### config.mk
export PLATFORM = sky130hd
export DESIGN_NAME = dot_seq
export DESIGN_NICKNAME = d
export VERILOG_FILES = /design/src/rtl/dot_seq_pkg.sv /design/src/rtl/dot_seq_mac.sv /design/src/rtl/dot_seq.sv
export SDC_FILE = /design/constraint.sdc
export NUM_CORES = 2
export LEC_CHECK = 0
export BUFFER_PORTS_ARGS = -buffer_cell sky130_fd_sc_hd__buf_4
export CAP_MARGIN = 20
export CORE_MARGIN = 2
export CORE_UTILIZATION = 58
export DETAILED_ROUTE_END_ITERATION = 7
export GPL_ROUTABILITY_DRIVEN = 0
export PLACE_DENSITY = 0.88
export RECOVER_POWER = 50
export SLEW_MARGIN = 0
export SYNTH_ARGS = -nofsm -noshare
export SYNTH_HDL_FRONTEND = slang
export SYNTH_HIERARCHICAL = 1
export SYNTH_SLANG_ARGS = --single-unit
export TNS_END_PERCENT = 20
### constraint.sdc
create_clock -name CLK -period 6.4 [get_ports CLK]
set_input_delay 0.32 -clock CLK [delete_from_list [all_inputs] [get_ports CLK]]
set_output_delay 0.32 -clock CLK [all_outputs]
set_load 0.01 [all_outputs]
### src/rtl/dot_seq_pkg.sv
// Shared types and constants for the dot_seq operand sequencer.
package dot_seq_pkg;

   typedef enum logic [1:0] {
      IDLE  = 2'd0,
      RUN   = 2'd1,
      DRAIN = 2'd2,
      HOLD  = 2'd3
   } state_t;

   // MAC pipeline depth from the operand inputs to a settled ACC.
   localparam int MAC_LAT = 3;

endpackage

### src/rtl/dot_seq_mac.sv
// Three-stage signed multiply-accumulate: operand register, product register, accumulator.
module MAC #(
   parameter int INWIDTH_A = 16,
   parameter int INWIDTH_B = 16,
   parameter int ACC_WIDTH = 42
) (
   input  logic                        CLK,
   input  logic                        RESET,
   input  logic                        EN,
   input  logic signed [INWIDTH_A-1:0] A,
   input  logic signed [INWIDTH_B-1:0] B,
   input  logic                        CLEAR,
   output logic signed [ACC_WIDTH-1:0] ACC
);

   localparam int PW = INWIDTH_A + INWIDTH_B;

   logic signed [INWIDTH_A-1:0] a_q;
   logic signed [INWIDTH_B-1:0] b_q;
   logic                        clr1_q;
   logic signed [PW-1:0]        prod_q;
   logic                        clr2_q;
   logic signed [ACC_WIDTH-1:0] acc_q;
   logic signed [PW-1:0]        prod_s;
   logic signed [ACC_WIDTH-1:0] prod_ext_s;

   assign prod_s     = PW'(a_q) * PW'(b_q);
   assign prod_ext_s = ACC_WIDTH'(prod_q);
   assign ACC        = acc_q;

   // Pipeline registers; CLEAR travels with its operands so it lands on the matching product.
   always_ff @(posedge CLK) begin
      if (RESET) begin
         a_q    <= '0;
         b_q    <= '0;
         clr1_q <= 1'b0;
         prod_q <= '0;
         clr2_q <= 1'b0;
         acc_q  <= '0;
      end else if (EN) begin
         a_q    <= A;
         b_q    <= B;
         clr1_q <= CLEAR;
         prod_q <= prod_s;
         clr2_q <= clr1_q;
         acc_q  <= clr2_q ? prod_ext_s : acc_q + prod_ext_s;
      end else begin
         acc_q  <= acc_q;
      end
   end

endmodule

### src/rtl/dot_seq.sv
// Operand sequencer and result drainer for one dot-product lane: weight file,
// ifmap handshake, MAC drive, pipeline drain and a held valid/ready result.
module dot_seq
   import dot_seq_pkg::*;
#(
   parameter int DATA_W  = 16,
   parameter int ACC_W   = 42,
   parameter int MAX_LEN = 16,
   parameter int LEN_W   = $clog2(MAX_LEN + 1),
   parameter int CNT_W   = 16
) (
   input  logic                       CLK,
   input  logic                       RESET,
   input  logic                       wt_wr,
   input  logic [$clog2(MAX_LEN)-1:0] wt_addr,
   input  logic signed [DATA_W-1:0]   wt_data,
   input  logic                       start,
   input  logic [LEN_W-1:0]           cfg_len,
   input  logic [CNT_W-1:0]           cfg_count,
   input  logic                       in_valid,
   output logic                       in_ready,
   input  logic signed [DATA_W-1:0]   in_data,
   output logic                       out_valid,
   input  logic                       out_ready,
   output logic [ACC_W-1:0]           out_data,
   output logic                       busy,
   output logic                       done
);

   localparam int AW = $clog2(MAX_LEN);

   state_t                     state_q, state_d;
   logic [AW-1:0]              tap_q, tap_d, last_q, last_d;
   logic [CNT_W-1:0]           rem_q, rem_d;
   logic [1:0]                 drain_q, drain_d;
   logic                       in_ready_q, in_ready_d, out_valid_q, out_valid_d;
   logic                       busy_q, busy_d, done_q, done_d;
   logic [ACC_W-1:0]           out_data_q, out_data_d;
   logic signed [DATA_W-1:0]   wt_q [MAX_LEN];
   logic                       hs_s, start_ok_s;
   logic signed [DATA_W-1:0]   mac_a_s, mac_b_s;
   logic                       mac_clr_s;
   logic signed [ACC_W-1:0]    mac_acc_s;

   assign hs_s       = in_valid && in_ready_q;
   assign start_ok_s = start && (cfg_len != '0) && (cfg_len <= LEN_W'(MAX_LEN)) && (cfg_count != '0);

   // Weight file: writable only while idle, cleared by reset.
   always_ff @(posedge CLK) begin
      if (RESET) begin
         for (int i = 0; i < MAX_LEN; i++) wt_q[i] <= '0;
      end else if (wt_wr && (state_q == IDLE)) begin
         wt_q[wt_addr] <= wt_data;
      end else begin
         wt_q[wt_addr] <= wt_q[wt_addr];
      end
   end

   // State, counter and output registers.
   always_ff @(posedge CLK) begin
      if (RESET) begin
         state_q     <= IDLE;
         tap_q       <= '0;
         last_q      <= '0;
         rem_q       <= '0;
         drain_q     <= 2'd0;
         in_ready_q  <= 1'b0;
         out_valid_q <= 1'b0;
         busy_q      <= 1'b0;
         done_q      <= 1'b0;
         out_data_q  <= '0;
      end else begin
         state_q     <= state_d;
         tap_q       <= tap_d;
         last_q      <= last_d;
         rem_q       <= rem_d;
         drain_q     <= drain_d;
         in_ready_q  <= in_ready_d;
         out_valid_q <= out_valid_d;
         busy_q      <= busy_d;
         done_q      <= done_d;
         out_data_q  <= out_data_d;
      end
   end

   // Next-state and counter update.
   always_comb begin
      state_d = state_q;
      tap_d   = tap_q;
      last_d  = last_q;
      rem_d   = rem_q;
      drain_d = drain_q;
      case (state_q)
         IDLE: begin
            if (start_ok_s) begin
               last_d  = AW'(cfg_len - LEN_W'(1));
               rem_d   = cfg_count;
               tap_d   = '0;
               state_d = RUN;
            end else begin
               state_d = IDLE;
            end
         end
         RUN: begin
            if (hs_s && (tap_q == last_q)) begin
               tap_d   = '0;
               drain_d = 2'(MAC_LAT - 1);
               state_d = DRAIN;
            end else if (hs_s) begin
               tap_d   = tap_q + AW'(1);
            end else begin
               tap_d   = tap_q;
            end
         end
         DRAIN: begin
            if (drain_q == 2'd0) begin
               state_d = HOLD;
            end else begin
               drain_d = drain_q - 2'd1;
            end
         end
         HOLD: begin
            if (out_ready) begin
               rem_d   = rem_q - CNT_W'(1);
               tap_d   = '0;
               state_d = (rem_q == CNT_W'(1)) ? IDLE : RUN;
            end else begin
               state_d = HOLD;
            end
         end
         default: state_d = IDLE;
      endcase
   end

   // Output decode from the upcoming state so every port comes straight off a flop.
   always_comb begin
      in_ready_d  = (state_d == RUN);
      out_valid_d = (state_d == HOLD);
      busy_d      = (state_d != IDLE);
      done_d      = (state_q == HOLD) && out_ready && (rem_q == CNT_W'(1));
      if ((state_q == DRAIN) && (state_d == HOLD)) begin
         out_data_d = mac_acc_s;
      end else begin
         out_data_d = out_data_q;
      end
   end

   // MAC operands: zeros on idle cycles so the accumulator holds its value.
   always_comb begin
      if (hs_s) begin
         mac_a_s   = in_data;
         mac_b_s   = wt_q[tap_q];
         mac_clr_s = (tap_q == '0);
      end else begin
         mac_a_s   = '0;
         mac_b_s   = '0;
         mac_clr_s = 1'b0;
      end
   end

   MAC #(
      .INWIDTH_A (DATA_W),
      .INWIDTH_B (DATA_W),
      .ACC_WIDTH (ACC_W)
   ) U_mac (
      .CLK   (CLK),
      .RESET (RESET),
      .EN    (1'b1),
      .A     (mac_a_s),
      .B     (mac_b_s),
      .CLEAR (mac_clr_s),
      .ACC   (mac_acc_s)
   );

   assign in_ready  = in_ready_q;
   assign out_valid = out_valid_q;
   assign out_data  = out_data_q;
   assign busy      = busy_q;
   assign done      = done_q;

endmodule
# Yosys cells after proc, flatten, opt, wreduce, memory -nomap -nowiden
# Memory sizes are Yosys's and may differ from the RTL's. A register that Yosys moved wholly into a read port is not among the register bits.
# Index checks and enable logic that the tools add are counted.
[totals]
regBits = 166
latchBits = 0
mem_bits_rw = 256
mem_bits_ro = 0
word_cells = 93
n_memories = 1
[memory_table]
columns = ["name", "words", "word_bits", "read_ports", "rd_ports_with_merged_regs", "write_ports", "line", "rtl"]
rows = [
  ["wt_q", 16, 16, 1, 1, 16, "dot_seq.sv:39", "logic signed [DATA_W-1:0] wt_q [MAX_LEN];"],
]
[op_classes]
addsub = 5
multipliers = 1
div = 0
magnitude_cmp = 1
n_eq_ne = 13
n_shift = 0
muxes = 30
n_bitwise = 2
reduce_logical = 25
[op_table]
columns = ["operator", "n"]
rows = [
  ["$mux W16", 4],
  ["$add A42 B32 Y42", 1],
  ["$mux W42", 1],
  ["$mul A16 B16 Y32", 1],
  ["$pmux W16 S2", 1],
  ["$mux W4", 5],
  ["$eq A16 B1 Y1 const B", 1],
  ["$reduce_bool A16 Y1", 1],
  ["$reduce_or A16 Y1", 1],
  ["$sub A16 B1 Y16 const B", 1],
  ["$pmux W4 S3", 1],
  ["$mux W1", 11],
  ["$mux W2", 5],
  ["$logic_and A1 B1 Y1", 9],
  ["$ne A2 B2 Y1 const B", 4],
  ["$pmux W2 S4", 1],
  ["$eq A2 B2 Y1 const B", 3],
  ["$reduce_and A3 Y1", 2],
  ["$reduce_bool A2 Y1", 3],
  ["$le A5 B5 Y1 const B", 1],
  ["$reduce_bool A5 Y1", 1],
  ["$add A4 B1 Y4 const B", 1],
  ["$eq A2 B1 Y1 const B", 2],
  ["$eq A4 B4 Y1", 1],
  ["other kinds (13)", 15],
]

# Depth between registers and ports, before layout
[logic_depth]
ltp_word = 9
depth_mapped = 25
depth_no_buf = 23

# Modules after synthesis
# The synthesis kept the hierarchy.
[by_module_without_submodules]
columns = ["mod", "n_inst", "cells_each", "area_per_inst_um2", "seq_area_each_um2"]
rows = [
  ["MAC", 1, 1857, 16326.9, 2162.1],
  ["dot_seq", 1, 1180, 15572.4, 9248.9],
]

# Worst setup path after synthesis
# OpenSTA, ideal clock, no wires.
[synth_timing]
kind = "reg-to-reg"
start = "register U_mac.b_q[8], read port of wt_q"
end = "register U_mac.prod_q[23]"
setup_time_ns = 0.122
arrival_time_ns = 6.221
required_time_ns = 6.278
path_slack_ns = 0.057
stages_incl_launch_ff = 25
period_less_slack_ns = 6.343
cell_sequence = "dfxtp_1 > clkbuf_1 > clkbuf_1 > nand2_1 > fa_1 > inv_1 > fa_1 > inv_1 > fa_1 > inv_1 > fa_1 > fa_1 > inv_1 > fa_1 > inv_1 > ha_1 > buf_2 > and3_1 > or4_4 > o211ai_1 > o21ai_1 > o21a_1 > o21ai_1 > a2111oi_1 > a311o_1"
[synth_between]
elab_chain_cells = 1
[synth_rtl]
columns = ["element", "line", "rtl"]
rows = [
  ["start: declaration", "dot_seq_mac.sv:19", "logic signed [INWIDTH_B-1:0] b_q;"],
  ["$mul A16 B16 Y32", "dot_seq_mac.sv:27", "assign prod_s = PW'(a_q) * PW'(b_q);"],
  ["end signal: assignment", "dot_seq_mac.sv:44", "prod_q <= prod_s;"],
  ["end: declaration", "dot_seq_mac.sv:21", "logic signed [PW-1:0] prod_q;"],
]
# Every way passes these cells.
# A chain may end at the register's enable or synchronous reset.

# Final worst setup path
[layout_timing]
start = "register U_mac.a_q[6]"
end = "register U_mac.prod_q[28]"
[layout_between]
elab_chain_cells = 1
[layout_rtl]
columns = ["element", "line", "rtl"]
rows = [
  ["start: declaration", "dot_seq_mac.sv:18", "logic signed [INWIDTH_A-1:0] a_q;"],
  ["start signal: assignment", "dot_seq_mac.sv:34", "a_q <= '0;"],
  ["start signal: assignment", "dot_seq_mac.sv:41", "a_q <= A;"],
  ["$mul A16 B16 Y32", "dot_seq_mac.sv:27", ""],
]
# Every way passes these cells.

==> summary.txt <==
Run status
  • Status: finished clean

Floorplanning
  • Num rows: 85
  • I/O Pins: between 100 and 150
  • Starting Density: approximately three fifths
  • Die Y: between 200 and 250 um
  • Die width: about 240 um
  • Die ar.: 56,900 um^2
  • Core ar.: around 54,000 um^2

Layout
  • Most common cell after layout, fill and taps aside: and2_1
  • Multi-input gate area: ~19,000 um^2
  • Most frequent cells in the layout: 386 x and2_1, 334 x inv_1, 263 x fa_1
  • Design Area, Final: ~35,000 um^2
  • Area delta synth->final: 9.52%
  • Reg area: approximately 11,000 um^2
  • Fill cells: about 3,900
  • Share of cells above drive strength 1: a little under an eighth
  • # nets final: 3,554
  • Fin util: between 60% and 70%
  • Layout Cells excl Fill: 3,828

Power and ir drop
  • Pwr/cell area: around 190 nW/um^2
  • Seq pwr share: between 40% and 50%
  • Clock power share: 44.1%
  • Peak supply drop: roughly 390 uV
  • Sw Ratio: between 20% and 30%
  • P_sw: 1.59 mW
  • Internal: 4.90 mW
  • Leak: about 15 nW
  • Comb pwr share: 7.3%

Worst setup path
  • Crit-path leading delay family: adder cells
  • Worst endpoint required time: slightly below 7 ns
  • Most frequent CP cell: fa_1
  • R2R setup slack: about 0.19 ns
  • Reg-to-reg startpoint: U_mac/a_q[6]
  • Arrival @ worst endpoint: between 6 and 7 ns
  • CP max stage delay: between 0.5 and 0.6 ns
  • Worst r2r dst: U_mac/prod_q[28]
  • Critical-path cell list: buf_4 > and2_1 > fa_1 > inv_1 > fa_1 > fa_1 > fa_1 > inv_1 > fa_1 > inv_1 > fa_1 > inv_1 > ha_1 > a21o_1 > a21o_1 > a21oi_1 > o31a_1 > o211ai_1 > and3_1 > a41oi_1 > mux2i_1 > o311ai_1
  • Startpoint types: register
  • WP buf/inv: 5
  • Critical path endpoint category: register
  • Slowest-stage cell, CP: fa_1
  • Register-to-Register Path Depth: 22
  • Crit Path Category: reg2reg
  • Worst-path fanout max: 6

Global routing
  • GRT Total Usage: 27.5%
  • First-pass GRT wire length: approximately 120,000 um
  • Global route overflow: 0
  • Initial antenna violation count: 1
  • Vias in the first global route: about 24,000
  • Largest net degree at the start of global routing: between 80 and 90

Synthesis
  • Syn Area/Cell: about 11 um^2
  • Synth Flop Type: edfxtp_1
  • Netlist cell types: between 100 and 150
  • Flops & latches, synth: 442
  • Sequential area share after synthesis: between 30% and 40%
  • Post-Syn Instances: between 3,000 and 4,000
  • Synthesized cell area: ~32,000 um^2
  • Synth warn: 6
  • Synth async-reset ratio: 0%
  • Post-synth EDFFs: 256

Min path
  • Hold path depth: 2
  • Min-delay src: RESET
  • Hold path endpoint: last_q[2]
  • Worst Hold Class: in2reg

Timing
  • Period utilization: 97.1%
  • Relative slew slack: between 20% and 30%
  • Fin Hold WS: 0.0586 ns
  • Least-Margin Pin Slew: 1.17 ns
  • Final Hold Viols: 0
  • Post-Route Skew: roughly 0.045 ns
  • RSZ-0062 raised after global routing: true
  • Fin crit period: 6.21 ns
  • Endpoints failing setup: 0
  • Max Slew Vio Count: 0
  • Fmax: about 0.16 GHz

Place
  • Post-Place Cells: ~3,700
  • Post-DP HPWL: 56,000 um
  • IO Port Bufs: around 110
  • Placed instance area: about 33,000 um^2

Routing
  • Post-DR wirelength/cell: slightly above 20 um
  • DR DRC count: 0
  • DR pass1 iterations: 6
  • Routed vias/inst: about 6.1
  • DRT iter0 DRCs: approximately 2,100
  • DR vias: 23,403
  • Post-route ant nets: 0
  • Final wirelength: about 78,000 um

Flow run
  • Max Cap Viol: 0

Clock network
  • Clock root cell: clkbuf_16
  • Number of CTS-inserted buffers: between 40 and 50
  • H-tree levels: 2
  • CTS tree: yes
  • CTS sink cnt: ~440
  • Reg clk slew, reported paths: around 0.070 ns
  • CTS Buffer Depth: 3
  • Clk_lat worst skew: just over 0.6 ns
==> how the worst max path moves through the flow <==
stage	slack [ns]	depth (start not counted)	endpoint	startpoint
finish	0.19	22	U_mac/prod_q[28]	U_mac/a_q[6]
global route	-0.06	20	U_mac/prod_q[23]	U_mac/b_q[10]
CTS	0.007	21	U_mac/prod_q[28]	U_mac/b_q[9]
detailed placement	0.03	20	U_mac/prod_q[28]	U_mac/a_q[8]
global placement	0.24	19	U_mac/prod_q[23]	U_mac/a_q[8]
floorplan	0.06	24	U_mac/prod_q[23]	U_mac/b_q[8]
==> kinds of logic (layout without fill, tap and decap cells) <==
logic type	after synthesis	in the layout	share of synthesized area [%]
simple gates	986	986	16.6
buf+inv	512	604	6.33
compound gates	481	481	9.77
flops	442	442	35.8
fa+ha+maj	397	397	21.8
mux	148	148	7.80
xor+xnor	70	70	1.92
other cells	1	4	0.0118
==> worst register-to-register path, stage by stage, from the launching register on <==
cell	delay (ns)
dfxtp_1	0.34
buf_4	0.17
and2_1	0.17
fa_1	0.49
inv_1	0.05
fa_1	0.56
fa_1	0.44
fa_1	0.49
inv_1	0.05
fa_1	0.53
inv_1	0.05
fa_1	0.53
inv_1	0.04
ha_1	0.33
a21o_1	0.17
a21o_1	0.18
a21oi_1	0.22
o31a_1	0.29
o211ai_1	0.14
and3_1	0.21
a41oi_1	0.27
mux2i_1	0.22
o311ai_1	0.12
==> flip-flops by register name, summed over array words and instances, names as in the netlist, 2 cells and up, named ones only <==
signal        count
U_mac/a_q        16
drain_q           2
last_q            4
state_q           2
U_mac/ACC        42
out_data         42
rem_q            16
tap_q             4
wt_q            256
U_mac/b_q        16
U_mac/prod_q     32
==> timing repair <==
action,4_1_cts,5_1_grt
setup buffers,0,1
setup endpoints to repair,0,9
resized for setup,0,24
hold buffers,0,0
==> stage by stage <==
| stage | setup WS (ns) | TNS, ns | total power [mW] |
|---|---|---|---|
| floorplan | 0.0573 | 0 | 3.51 |
| global placement | 0.237 | 0 | 3.64 |
| detailed placement | 0.0326 | 0 | 3.67 |
| CTS | 0.00681 | 0 | 6.49 |
| global route | -0.0604 | -0.141 | 6.67 |
| finish | 0.186 | 0 | 6.50 |
==> cells in the mapped netlist, types with 7 or more instances <==
library cell  count  area share, %
a31oi_1          11           0.22
nor3_1           26           0.41
clkbuf_1        139            1.6
o21ai_0          71            1.1
fa_1            263             17
ha_1            134            5.3
buf_1            13           0.15
mux2i_1          64            2.0
o21bai_1         15           0.35
a211oi_1         20           0.47
a21o_1           35           0.82
buf_2            14           0.22
o21a_1            7           0.16
o211ai_1         27           0.64
nor4_1           11           0.22
and3_1           28           0.55
o211a_1           9           0.28
dfxtp_1         186             12
o31ai_1          12           0.28
edfxtp_1        256             24
nand3_1          62           0.97
o21ai_1          54           0.85
xor2_1           30           0.82
nand4_1          16           0.31
nor2b_1          34           0.67
a21oi_1         150            2.4
nand2_1         206            2.4
xnor2_1          40            1.1
nor2_1          151            1.8
and2_1          386            7.6
inv_1           334            3.9
or3_1             7           0.14
mux4_2           80            5.6
nand2b_1         13           0.25
==> per-layer routing <==
metal / track usage [%] / vias up / wire length [um]
met5: 0 / - / 0
met4: 12.0 / 0 / 3350
met3: 4.39 / 266 / 5810
met2: 47.1 / 1111 / 38900
met1: 34.8 / 11581 / 29700
li1: - / 10445 / -
==> power groups by stage <==
stage          registers, mW  logic [mW]  clock network, mW
6_report                3.16       0.476               2.87
5_1_grt                 3.16       0.513               2.99
4_1_cts                 3.15       0.460               2.88
3_5_place_dp            3.21       0.454                  0
3_3_place_gp            3.20       0.440                  0
2_1_floorplan           3.19       0.324                  0
==> final cells by class <==
cell class	instances	area share [%]
antenna	1	0.00716
clock buffer	52	3.47
clock inverter	33	1.18
sequential	442	32.7
multi-input combinational	2085	53.0
inverter	336	3.61
timing repair buffer	183	3.53
tap	696	2.49
No activity file was read; power rests on OpenSTA's default activity.
